**src/rtl/div_seq_if.sv**
```systemverilog
// ----------------------------------------------------------------------------
// div_seq_if: request/response bundle for the iterative divider.
//   Request : req_valid, req_ready, dividend, divisor, is_signed
//   Response: rsp_valid, rsp_ready, quotient, remainder, div_by_zero
//   master - issues requests and consumes results (execute stage / bench)
//   slave  - the divider itself
// ----------------------------------------------------------------------------
interface div_seq_if #(
    parameter int unsigned WIDTH = 32
);
    logic             req_valid;
    logic             req_ready;
    logic [WIDTH-1:0] dividend;
    logic [WIDTH-1:0] divisor;
    logic             is_signed;
    logic             rsp_valid;
    logic             rsp_ready;
    logic [WIDTH-1:0] quotient;
    logic [WIDTH-1:0] remainder;
    logic             div_by_zero;

    modport master (
        output req_valid, dividend, divisor, is_signed, rsp_ready,
        input  req_ready, rsp_valid, quotient, remainder, div_by_zero
    );

    modport slave (
        input  req_valid, dividend, divisor, is_signed, rsp_ready,
        output req_ready, rsp_valid, quotient, remainder, div_by_zero
    );
endinterface

```
**src/rtl/div_seq.sv**
```systemverilog
// ----------------------------------------------------------------------------
// div_seq: iterative restoring divider (RISC-V DIV/DIVU/REM/REMU semantics).
//   One trial subtraction per cycle; WIDTH cycles in BUSY for a nonzero divisor.
//   A zero divisor completes in one cycle: quotient = all ones, remainder =
//   dividend, div_by_zero = 1.
// Ports:
//   clk  - rising-edge clock
//   rst  - asynchronous, active-high reset (aborts any operation in flight)
//   bus  - div_seq_if.slave: request and response valid/ready handshakes
// Configuration:
//   DIV_EARLY_OUT_EN - when defined, |divisor| > |dividend| finishes in one
//                      cycle with quotient = 0, remainder = dividend.
// ----------------------------------------------------------------------------
module div_seq #(
    parameter int unsigned WIDTH = 32
) (
    input logic      clk,
    input logic      rst,
    div_seq_if.slave bus
);
    localparam int unsigned CntW = $clog2(WIDTH + 1);

    typedef enum logic [1:0] {StIdle, StBusy, StDone} state_e;

    state_e            r_state, w_state_d;
    logic [CntW-1:0]   r_cnt, w_cnt_d;
    logic [WIDTH-1:0]  r_dvd, w_dvd_d;     // dividend magnitude; quotient bits shift in at LSB
    logic [WIDTH-1:0]  r_dvs, w_dvs_d;     // divisor magnitude
    logic [WIDTH-1:0]  r_part, w_part_d;   // partial remainder
    logic              r_quo_sign, w_quo_sign_d;
    logic              r_rem_sign, w_rem_sign_d;
    logic [WIDTH-1:0]  r_quo_out, w_quo_out_d;
    logic [WIDTH-1:0]  r_rem_out, w_rem_out_d;
    logic              r_dbz, w_dbz_d;

    logic              w_dvd_neg, w_dvs_neg;
    logic [WIDTH-1:0]  w_dvd_mag, w_dvs_mag;
    logic [WIDTH:0]    w_shift, w_diff;
    logic              w_ge;
    logic [WIDTH-1:0]  w_part_nxt, w_quo_nxt;
    logic [WIDTH-1:0]  w_quo_fin, w_rem_fin;
    logic              w_early;

    // Operand magnitudes; negating MIN yields MIN, which read unsigned is 2^(WIDTH-1).
    assign w_dvd_neg = bus.is_signed & bus.dividend[WIDTH-1];
    assign w_dvs_neg = bus.is_signed & bus.divisor[WIDTH-1];
    assign w_dvd_mag = w_dvd_neg ? -bus.dividend : bus.dividend;
    assign w_dvs_mag = w_dvs_neg ? -bus.divisor : bus.divisor;

`ifdef DIV_EARLY_OUT_EN
    assign w_early = (w_dvs_mag > w_dvd_mag);
`else
    assign w_early = 1'b0;
`endif

    // Partial remainder stays below the divisor, so WIDTH+1 bits hold both the
    // shifted value and the signed trial difference.
    assign w_shift    = {r_part, r_dvd[WIDTH-1]};
    assign w_diff     = w_shift - {1'b0, r_dvs};
    assign w_ge       = ~w_diff[WIDTH];
    assign w_part_nxt = w_ge ? w_diff[WIDTH-1:0] : w_shift[WIDTH-1:0];
    assign w_quo_nxt  = {r_dvd[WIDTH-2:0], w_ge};
    assign w_quo_fin  = r_quo_sign ? -w_quo_nxt : w_quo_nxt;
    assign w_rem_fin  = r_rem_sign ? -w_part_nxt : w_part_nxt;

    always_comb begin
        w_state_d    = r_state;
        w_cnt_d      = r_cnt;
        w_dvd_d      = r_dvd;
        w_dvs_d      = r_dvs;
        w_part_d     = r_part;
        w_quo_sign_d = r_quo_sign;
        w_rem_sign_d = r_rem_sign;
        w_quo_out_d  = r_quo_out;
        w_rem_out_d  = r_rem_out;
        w_dbz_d      = r_dbz;
        unique case (r_state)
            StIdle: begin
                if (bus.req_valid) begin
                    if (bus.divisor == '0) begin
                        w_state_d   = StDone;
                        w_quo_out_d = '1;
                        w_rem_out_d = bus.dividend;
                        w_dbz_d     = 1'b1;
                    end else if (w_early) begin
                        w_state_d   = StDone;
                        w_quo_out_d = '0;
                        w_rem_out_d = bus.dividend;
                        w_dbz_d     = 1'b0;
                    end else begin
                        w_state_d    = StBusy;
                        w_cnt_d      = CntW'(WIDTH);
                        w_dvd_d      = w_dvd_mag;
                        w_dvs_d      = w_dvs_mag;
                        w_part_d     = '0;
                        w_quo_sign_d = w_dvd_neg ^ w_dvs_neg;
                        w_rem_sign_d = w_dvd_neg;
                    end
                end
            end
            StBusy: begin
                w_dvd_d  = w_quo_nxt;
                w_part_d = w_part_nxt;
                w_cnt_d  = r_cnt - CntW'(1);
                if (r_cnt == CntW'(1)) begin
                    w_state_d   = StDone;
                    w_quo_out_d = w_quo_fin;
                    w_rem_out_d = w_rem_fin;
                    w_dbz_d     = 1'b0;
                end
            end
            StDone: begin
                if (bus.rsp_ready) begin
                    w_state_d = StIdle;
                end
            end
            default: w_state_d = StIdle;
        endcase
    end

    always_ff @(posedge clk or posedge rst) begin
        if (rst) begin
            r_state    <= StIdle;
            r_cnt      <= '0;
            r_dvd      <= '0;
            r_dvs      <= '0;
            r_part     <= '0;
            r_quo_sign <= 1'b0;
            r_rem_sign <= 1'b0;
            r_quo_out  <= '0;
            r_rem_out  <= '0;
            r_dbz      <= 1'b0;
        end else begin
            r_state    <= w_state_d;
            r_cnt      <= w_cnt_d;
            r_dvd      <= w_dvd_d;
            r_dvs      <= w_dvs_d;
            r_part     <= w_part_d;
            r_quo_sign <= w_quo_sign_d;
            r_rem_sign <= w_rem_sign_d;
            r_quo_out  <= w_quo_out_d;
            r_rem_out  <= w_rem_out_d;
            r_dbz      <= w_dbz_d;
        end
    end

    assign bus.req_ready   = (r_state == StIdle);
    assign bus.rsp_valid   = (r_state == StDone);
    assign bus.quotient    = r_quo_out;
    assign bus.remainder   = r_rem_out;
    assign bus.div_by_zero = r_dbz;
endmodule

```
**src/flat_wrapper.sv**
```systemverilog
// flat-port wrapper written by rule: the top's interface ports become plain ports
module div_seq_flat 
#(
    parameter int unsigned WIDTH = 32
)
  (clk, rst, bus_req_valid, bus_dividend, bus_divisor, bus_is_signed, bus_rsp_ready, bus_req_ready, bus_rsp_valid, bus_quotient, bus_remainder, bus_div_by_zero);
  div_seq_if #(.WIDTH(WIDTH)) bus_i ();
  input logic clk;
  input logic rst;
  input wire logic [$bits(bus_i.req_valid)-1:0] bus_req_valid;
  input wire logic [$bits(bus_i.dividend)-1:0] bus_dividend;
  input wire logic [$bits(bus_i.divisor)-1:0] bus_divisor;
  input wire logic [$bits(bus_i.is_signed)-1:0] bus_is_signed;
  input wire logic [$bits(bus_i.rsp_ready)-1:0] bus_rsp_ready;
  output wire logic [$bits(bus_i.req_ready)-1:0] bus_req_ready;
  output wire logic [$bits(bus_i.rsp_valid)-1:0] bus_rsp_valid;
  output wire logic [$bits(bus_i.quotient)-1:0] bus_quotient;
  output wire logic [$bits(bus_i.remainder)-1:0] bus_remainder;
  output wire logic [$bits(bus_i.div_by_zero)-1:0] bus_div_by_zero;
  assign bus_i.req_valid = bus_req_valid;
  assign bus_i.dividend = bus_dividend;
  assign bus_i.divisor = bus_divisor;
  assign bus_i.is_signed = bus_is_signed;
  assign bus_i.rsp_ready = bus_rsp_ready;
  assign bus_req_ready = bus_i.req_ready;
  assign bus_rsp_valid = bus_i.rsp_valid;
  assign bus_quotient = bus_i.quotient;
  assign bus_remainder = bus_i.remainder;
  assign bus_div_by_zero = bus_i.div_by_zero;
  div_seq #(.WIDTH(WIDTH)) u_core (.clk(clk), .rst(rst), .bus(bus_i));
endmodule
```
**config.mk**
```make
export PLATFORM = sky130hd
export DESIGN_NAME = div_seq_flat
export DESIGN_NICKNAME = d
export VERILOG_FILES = /design/src/rtl/div_seq_if.sv /design/src/rtl/div_seq.sv /design/src/flat_wrapper.sv
export SDC_FILE = /design/constraint.sdc
export NUM_CORES = 1
export LEC_CHECK = 0
export ABC_AREA = 1
export BUFFER_PORTS_ARGS = -buffer_cell sky130_fd_sc_hd__buf_4
export CAP_MARGIN = 40
export CORE_UTILIZATION = 55
export CTS_CLUSTER_DIAMETER = 40
export CTS_CLUSTER_SIZE = 40
export DETAILED_ROUTE_END_ITERATION = 10
export GPL_TIMING_DRIVEN = 1
export PLACE_DENSITY = 0.76
export SYNTH_ARGS = -nofsm -noshare
export SYNTH_HDL_FRONTEND = slang
export SYNTH_SLANG_ARGS = --single-unit
```
**constraint.sdc**
```tcl
create_clock -name clk -period 5.3 [get_ports clk]
set_input_delay 1.06 -clock clk [delete_from_list [all_inputs] [get_ports clk]]
set_output_delay 1.06 -clock clk [all_outputs]
set_load 0.02 [all_outputs]
```
After elaboration in Yosys (flattened, before gate mapping)
Index checks and enable logic that the tools add are counted.
W data, S select, Z words.
Cells by class
  add/sub/neg operators: 6
  equality and inequality tests: 8
  multiplexer cells: 31
  bitwise operators: 5
  reductions and logical operators: 7
Operator list (count)
  $mux W32: 15
  $pmux W32 S2: 4
  $neg A32 Y32: 4
  $sub A33 B32 Y33: 1
  $logic_not A32 Y1: 1
  $mux W6: 2
  $pmux W6 S2: 1
  $reduce_and A3 Y1: 3
  $mux W2: 4
  $eq A6 B1 Y1 const B: 1
  $ne A2 B2 Y1 const B: 3
  $pmux W2 S3: 1
  $sub A6 B1 Y6 const B: 1
  $ne A2 B1 Y1 const B: 2
  $reduce_and A4 Y1: 1
  $mux W1: 3
  $and A1 B1 Y1: 2
  $eq A2 B1 Y1 const B: 1
  $eq A2 B2 Y1 const B: 1
  $logic_not A2 Y1: 1
  $not A1 Y1: 2
  $pmux W1 S2: 1
  $reduce_bool A2 Y1: 1
  $xor A1 B1 Y1: 1
Word-level totals
  bits in registers: 171
  bits of input ports: 69
  output and inout port bits: 67
  word-level logic and storage cells: 67

Longest topological paths before layout
  depth after elaboration: 6
  depth in mapped cells: 32
  depth with buffers taken out: 31

Least setup slack after synthesis
OpenSTA, ideal clock, no wires.
  kind: flip-flop to flip-flop
  start point: register u_core.r_dvs[0]
  end point: register u_core.r_quo_out[28], in the netlist u_core.bus.quotient[28]
  setup time: 127 ps
  arrival: 3695 ps
  data required time: 5173 ps
  path slack: 1478 ps
  cell stages (with the launch flop): 31
  buffers on the path: 1
  clock period less this slack: 3822 ps
  cells stage by stage: dfrtp_1 ha_1 fa_1 inv_1 nand2_1 nand2_1 nand3_1 nand2_2 nand2_2 nand2_4 nand2_4 nand2_4 nand2_4 nand2_4 buf_6 ha_1 nand3_1 nor3_2 nand3_1 inv_1 nand4_1 nor2_1 nand2_1 nor2_1 inv_1 nor2_1 nand4_1 nand2_1 o21ai_1 o31ai_1 nand2_1
On the way
  cells in the longest elaborated chain, start to end: 6
Ends and longest elaborated chain
  from (decl): line div_seq.sv:28  | logic [WIDTH-1:0] r_dvs, w_dvs_d;
  from (signal assigned): line div_seq.sv:137  | r_dvs <= w_dvs_d;
  $sub A33 B32 Y33: line div_seq.sv:59  | assign w_diff = w_shift - {1'b0, r_dvs};
  $not A1 Y1: line div_seq.sv:60  | assign w_ge = ~w_diff[WIDTH];
  $neg A32 Y32: line div_seq.sv:63  | assign w_quo_fin = r_quo_sign ? -w_quo_nxt : w_quo_nxt;
  $mux W32: line div_seq.sv:63
  $mux W32: line div_seq.sv:105  | if (r_cnt == CntW'(1)) begin
  $pmux W32 S2: line div_seq.sv:77  | unique case (r_state)
  to (signal assigned): line div_seq.sv:141  | r_quo_out <= w_quo_out_d;
  to (decl): line div_seq.sv:32  | logic [WIDTH-1:0] r_quo_out, w_quo_out_d;
No other way between the ends. The select of a mux whose other input is x is not followed.
A chain may end at the register's enable or synchronous reset.

Worst setup path after layout
  start point: register u_core.r_part[20]
  end point: register u_core.r_quo_out[28], in the netlist u_core.bus.quotient[28]
On the way
  cells in the longest elaborated chain, start to end: 6
Ends and longest elaborated chain
  from (decl): line div_seq.sv:29  | logic [WIDTH-1:0] r_part, w_part_d;
  from (signal assigned): line div_seq.sv:138  | r_part <= w_part_d;
  $sub A33 B32 Y33: line div_seq.sv:59
  $not A1 Y1: line div_seq.sv:60
  $neg A32 Y32: line div_seq.sv:63
  $mux W32: line div_seq.sv:63
  $mux W32: line div_seq.sv:105
  $pmux W32 S2: line div_seq.sv:77
No other way between the ends. The select of a mux whose other input is x is not followed.

==> reports/metrics.cfg <==
[clocking]
clk_latency_ns=0.45
clock_sinks=171
cts_root_buf=clkbuf_16
cts_hold_buf=0
cts_buffer_depth=2
clk_pin_slew_ns=0.08
cts_setup_buffers=0
htree_levels=4
cts_tree=done
ctsResizeCount=0
numCtsBuffers=17

[timing]
finalCritPeriodShare=0.824
period_needed_ns=4.37
setup_viol=0
max_freq_mhz=229
hold_viol=0
finClkSkew_ns=0.0201
slew_headroom=0.453
tns_ns=0
setup_ws_ns=0.931
hold_slack_ns=0.485
rsz0062_at_grt=false
maxSlewViolCount=0
tightest_slew_ns=0.820

[floorplan]
start_util=0.568
core-area_um2=23800
die_y_um=159
die_area_um2=25200
ioPinCount=136
die_w_um=159
num_rows=56

[global_routing]
grt_usage=0.350
grt.busiest_layer=met2
grt_start_max_net_pins=143
overflow=0
grtUsageMet1=0.467
grt_pass1_vias=13100
grt_pass1_wl_um=67400
antenna_found_initial=5
use_met3=0.0724
grtUsageMet2=0.559

[placement]
port-buffer-count=135
dp_cells=2508
placed_cell_area_um2=14800
dp_hpwl_um=32500
dpl_worst_slack_ns=1.08
finalWeightedCongestion=0.964

[finish]
fin_cells=2541
syn2layout_area_growth_pct=14.1
nets=2316
design_area_um2=15400
fin_util=0.648
fillerInstances=2220
drive_above_1_share=0.131

[yosys]
syn-num-nets=2214
synthCells=2106
yosysUniqueCellTypes=54
synth_warnings=0
postSynthAreaPerCell_um2=6.41
synth_edf_count=0
yosysSeqAreaShare=0.317
synth_top_flop_cell=dfrtp_1
synth-seq-cells=171
async_reset_ff_frac=1.00
synth_area_um2=13500

[setup_path]
cp_slowest_cell=dfrtp_1
critPathKind=reg -> reg
critical_path.max_stage_delay_ns=0.43
path_common_cell=nand2_1
worstPathRequired_ns=5.63
worstPathArrival_ns=4.70
worst_setup_path_start_kind=flip-flop
worst_setup_path_end_kind=flip-flop
crit_chain=ha_1, nand2_1, nand2_1, a21oi_2, nand2_1, a21oi_4, nand3_2, nand2_4, ha_1, nand3_1, nor3_2, nand3_1, inv_1, nand4_1, nor2_1, nand2_1, nor2_1, inv_1, nor2_1, nand4_1, nand2_1, o21ai_1, o31ai_1, nand2_1
worst-path-max-fanout=7

[routing]
avgRoutedWirePerCell_um=16.8
drc=0
route.vias.total=14200
drtPass1Iterations=5
avgViaCountPerCell=5.58
routed_wl_um=42800
drtAntennaViolNets=0
drt_iter0_markers=1339

[power_and_ir_drop]
powerDensity_nw_per_um2=762
leakage_nw=7.95
ir_drop_v=0.000626
fin_total_pwr_mw=11.7

[run]
drv_cap=0

[min_path]
hp-class=reg -> reg

[status]
outcome=finished clean

==> worst paths after layout <==
path / start / end / slack (ns) / depth (start not counted)
max: u_core.r_part[20]$_DFFE_PP0P_ / u_core.bus.quotient[28]$_DFFE_PP0P_ / 0.93 / 24
min: u_core.bus.quotient[25]$_DFFE_PP0P_ / u_core.bus.quotient[25]$_DFFE_PP0P_ / 0.48 / 2
max reg2reg: u_core.r_part[20]$_DFFE_PP0P_ / u_core.bus.quotient[28]$_DFFE_PP0P_ / 0.93 / 24
min reg2reg: u_core.bus.quotient[25]$_DFFE_PP0P_ / u_core.bus.quotient[25]$_DFFE_PP0P_ / 0.48 / 2
max in group asynchronous: rst / u_core.r_part[9]$_DFFE_PP0P_ / 3.40 / 3
min in group asynchronous: rst / u_core.bus.quotient[25]$_DFFE_PP0P_ / 0.70 / 2
==> critical path, delay by kind of cell (launching register included) <==
| family | cells | cell delay (ns) |
|---|---|---|
| and+or+nand+nor | 16 | 2.28 |
| AOI/OAI and AO/OA | 4 | 0.75 |
| adders and majority gates | 2 | 0.59 |
| DFF | 1 | 0.43 |
| buffers and inverters | 2 | 0.21 |
==> layout make-up <==
type,instances,area [um^2],share of cell area
sequential,171,4280,0.278
multi-input combinational,1553,7750,0.503
timing repair buffer,152,1210,0.0788
antenna,1,2.50,0.000162
tap,319,399,0.0259
inverter,313,1180,0.0766
clock buffer,17,425,0.0276
clock inverter,15,148,0.00959
==> sequential cells by signal, summed over array words and instances, names as in the netlist <==
signal / flops
u_core.r_cnt: 6
u_core.r_dvs: 32
u_core.r_dvd: 32
u_core.bus.quotient: 32
u_core.bus.div_by_zero: 1
u_core.bus.remainder: 32
u_core.r_state: 2
u_core.r_quo_sign: 1
u_core.r_part: 32
u_core.r_rem_sign: 1
==> layer usage <==
metal  part of all wire  routed length (um)
met3              0.084                3580
met4              0.028                1190
met5            0.00030                  13
met1               0.44               18900
met2               0.45               19100
==> synthesized netlist by cell type, types with 5 or more instances <==
| master | count | area [um^2] |
|---|---|---|
| nor2_2 | 17 | 106 |
| nor2_4 | 5 | 56.3 |
| o22ai_1 | 24 | 150 |
| nor4_1 | 10 | 62.6 |
| o221ai_1 | 6 | 52.6 |
| inv_2 | 16 | 60.1 |
| o31ai_1 | 6 | 45.0 |
| dfrtp_1 | 171 | 4280 |
| a31oi_1 | 9 | 56.3 |
| o211ai_1 | 20 | 150 |
| ha_1 | 38 | 475 |
| nand2_1 | 630 | 2360 |
| nand2_2 | 34 | 213 |
| nand2_4 | 12 | 135 |
| buf_1 | 6 | 22.5 |
| nand4_1 | 28 | 175 |
| clkbuf_1 | 53 | 199 |
| a21oi_1 | 87 | 435 |
| nor3_1 | 27 | 135 |
| xnor2_1 | 7 | 61.3 |
| or2_2 | 5 | 31.3 |
| inv_1 | 295 | 1110 |
| o21ai_0 | 136 | 681 |
| nand3b_1 | 6 | 45.0 |
| xor2_1 | 44 | 385 |
| nand3_1 | 141 | 706 |
| nor2_1 | 209 | 785 |
| o21ai_1 | 10 | 50.1 |
==> power breakdown <==
group | switching [mW] | total (mW) | internal (mW)
Sequential | 0.460 | 2.36 | 1.90
Clock | 0.636 | 1.26 | 0.628
Combinational | 5.53 | 8.11 | 2.58
Total | 6.63 | 11.7 | 5.11
==> cells in the final DEF, fill, tap and decap left out, drive strengths merged, types with 28 or more instances in the layout <==
cell type,Yosys,final
a21oi,92,92
buf,16,152
dfrtp,171,171
ha,38,38
inv,311,318
nand2,676,676
nand3,145,145
nand4,28,28
nor2,231,231
nor3,31,31
o21ai,146,146
xor2,44,44
==> logic make-up (layout without fill, tap and decap cells) <==
family                   after synthesis  count (layout)  share of synthesized area
AO/OA/AOI/OAI                        326             326                      0.138
AND/OR/NAND/NOR                     1137            1137                      0.365
other                                  0               1                          0
flip-flops                           171             171                      0.317
buffers and inverters                382             497                      0.110
XOR/XNOR                              51              51                     0.0331
adder cells (fa/ha/maj)               39              39                     0.0367
No activity file was read; power rests on OpenSTA's default activity.
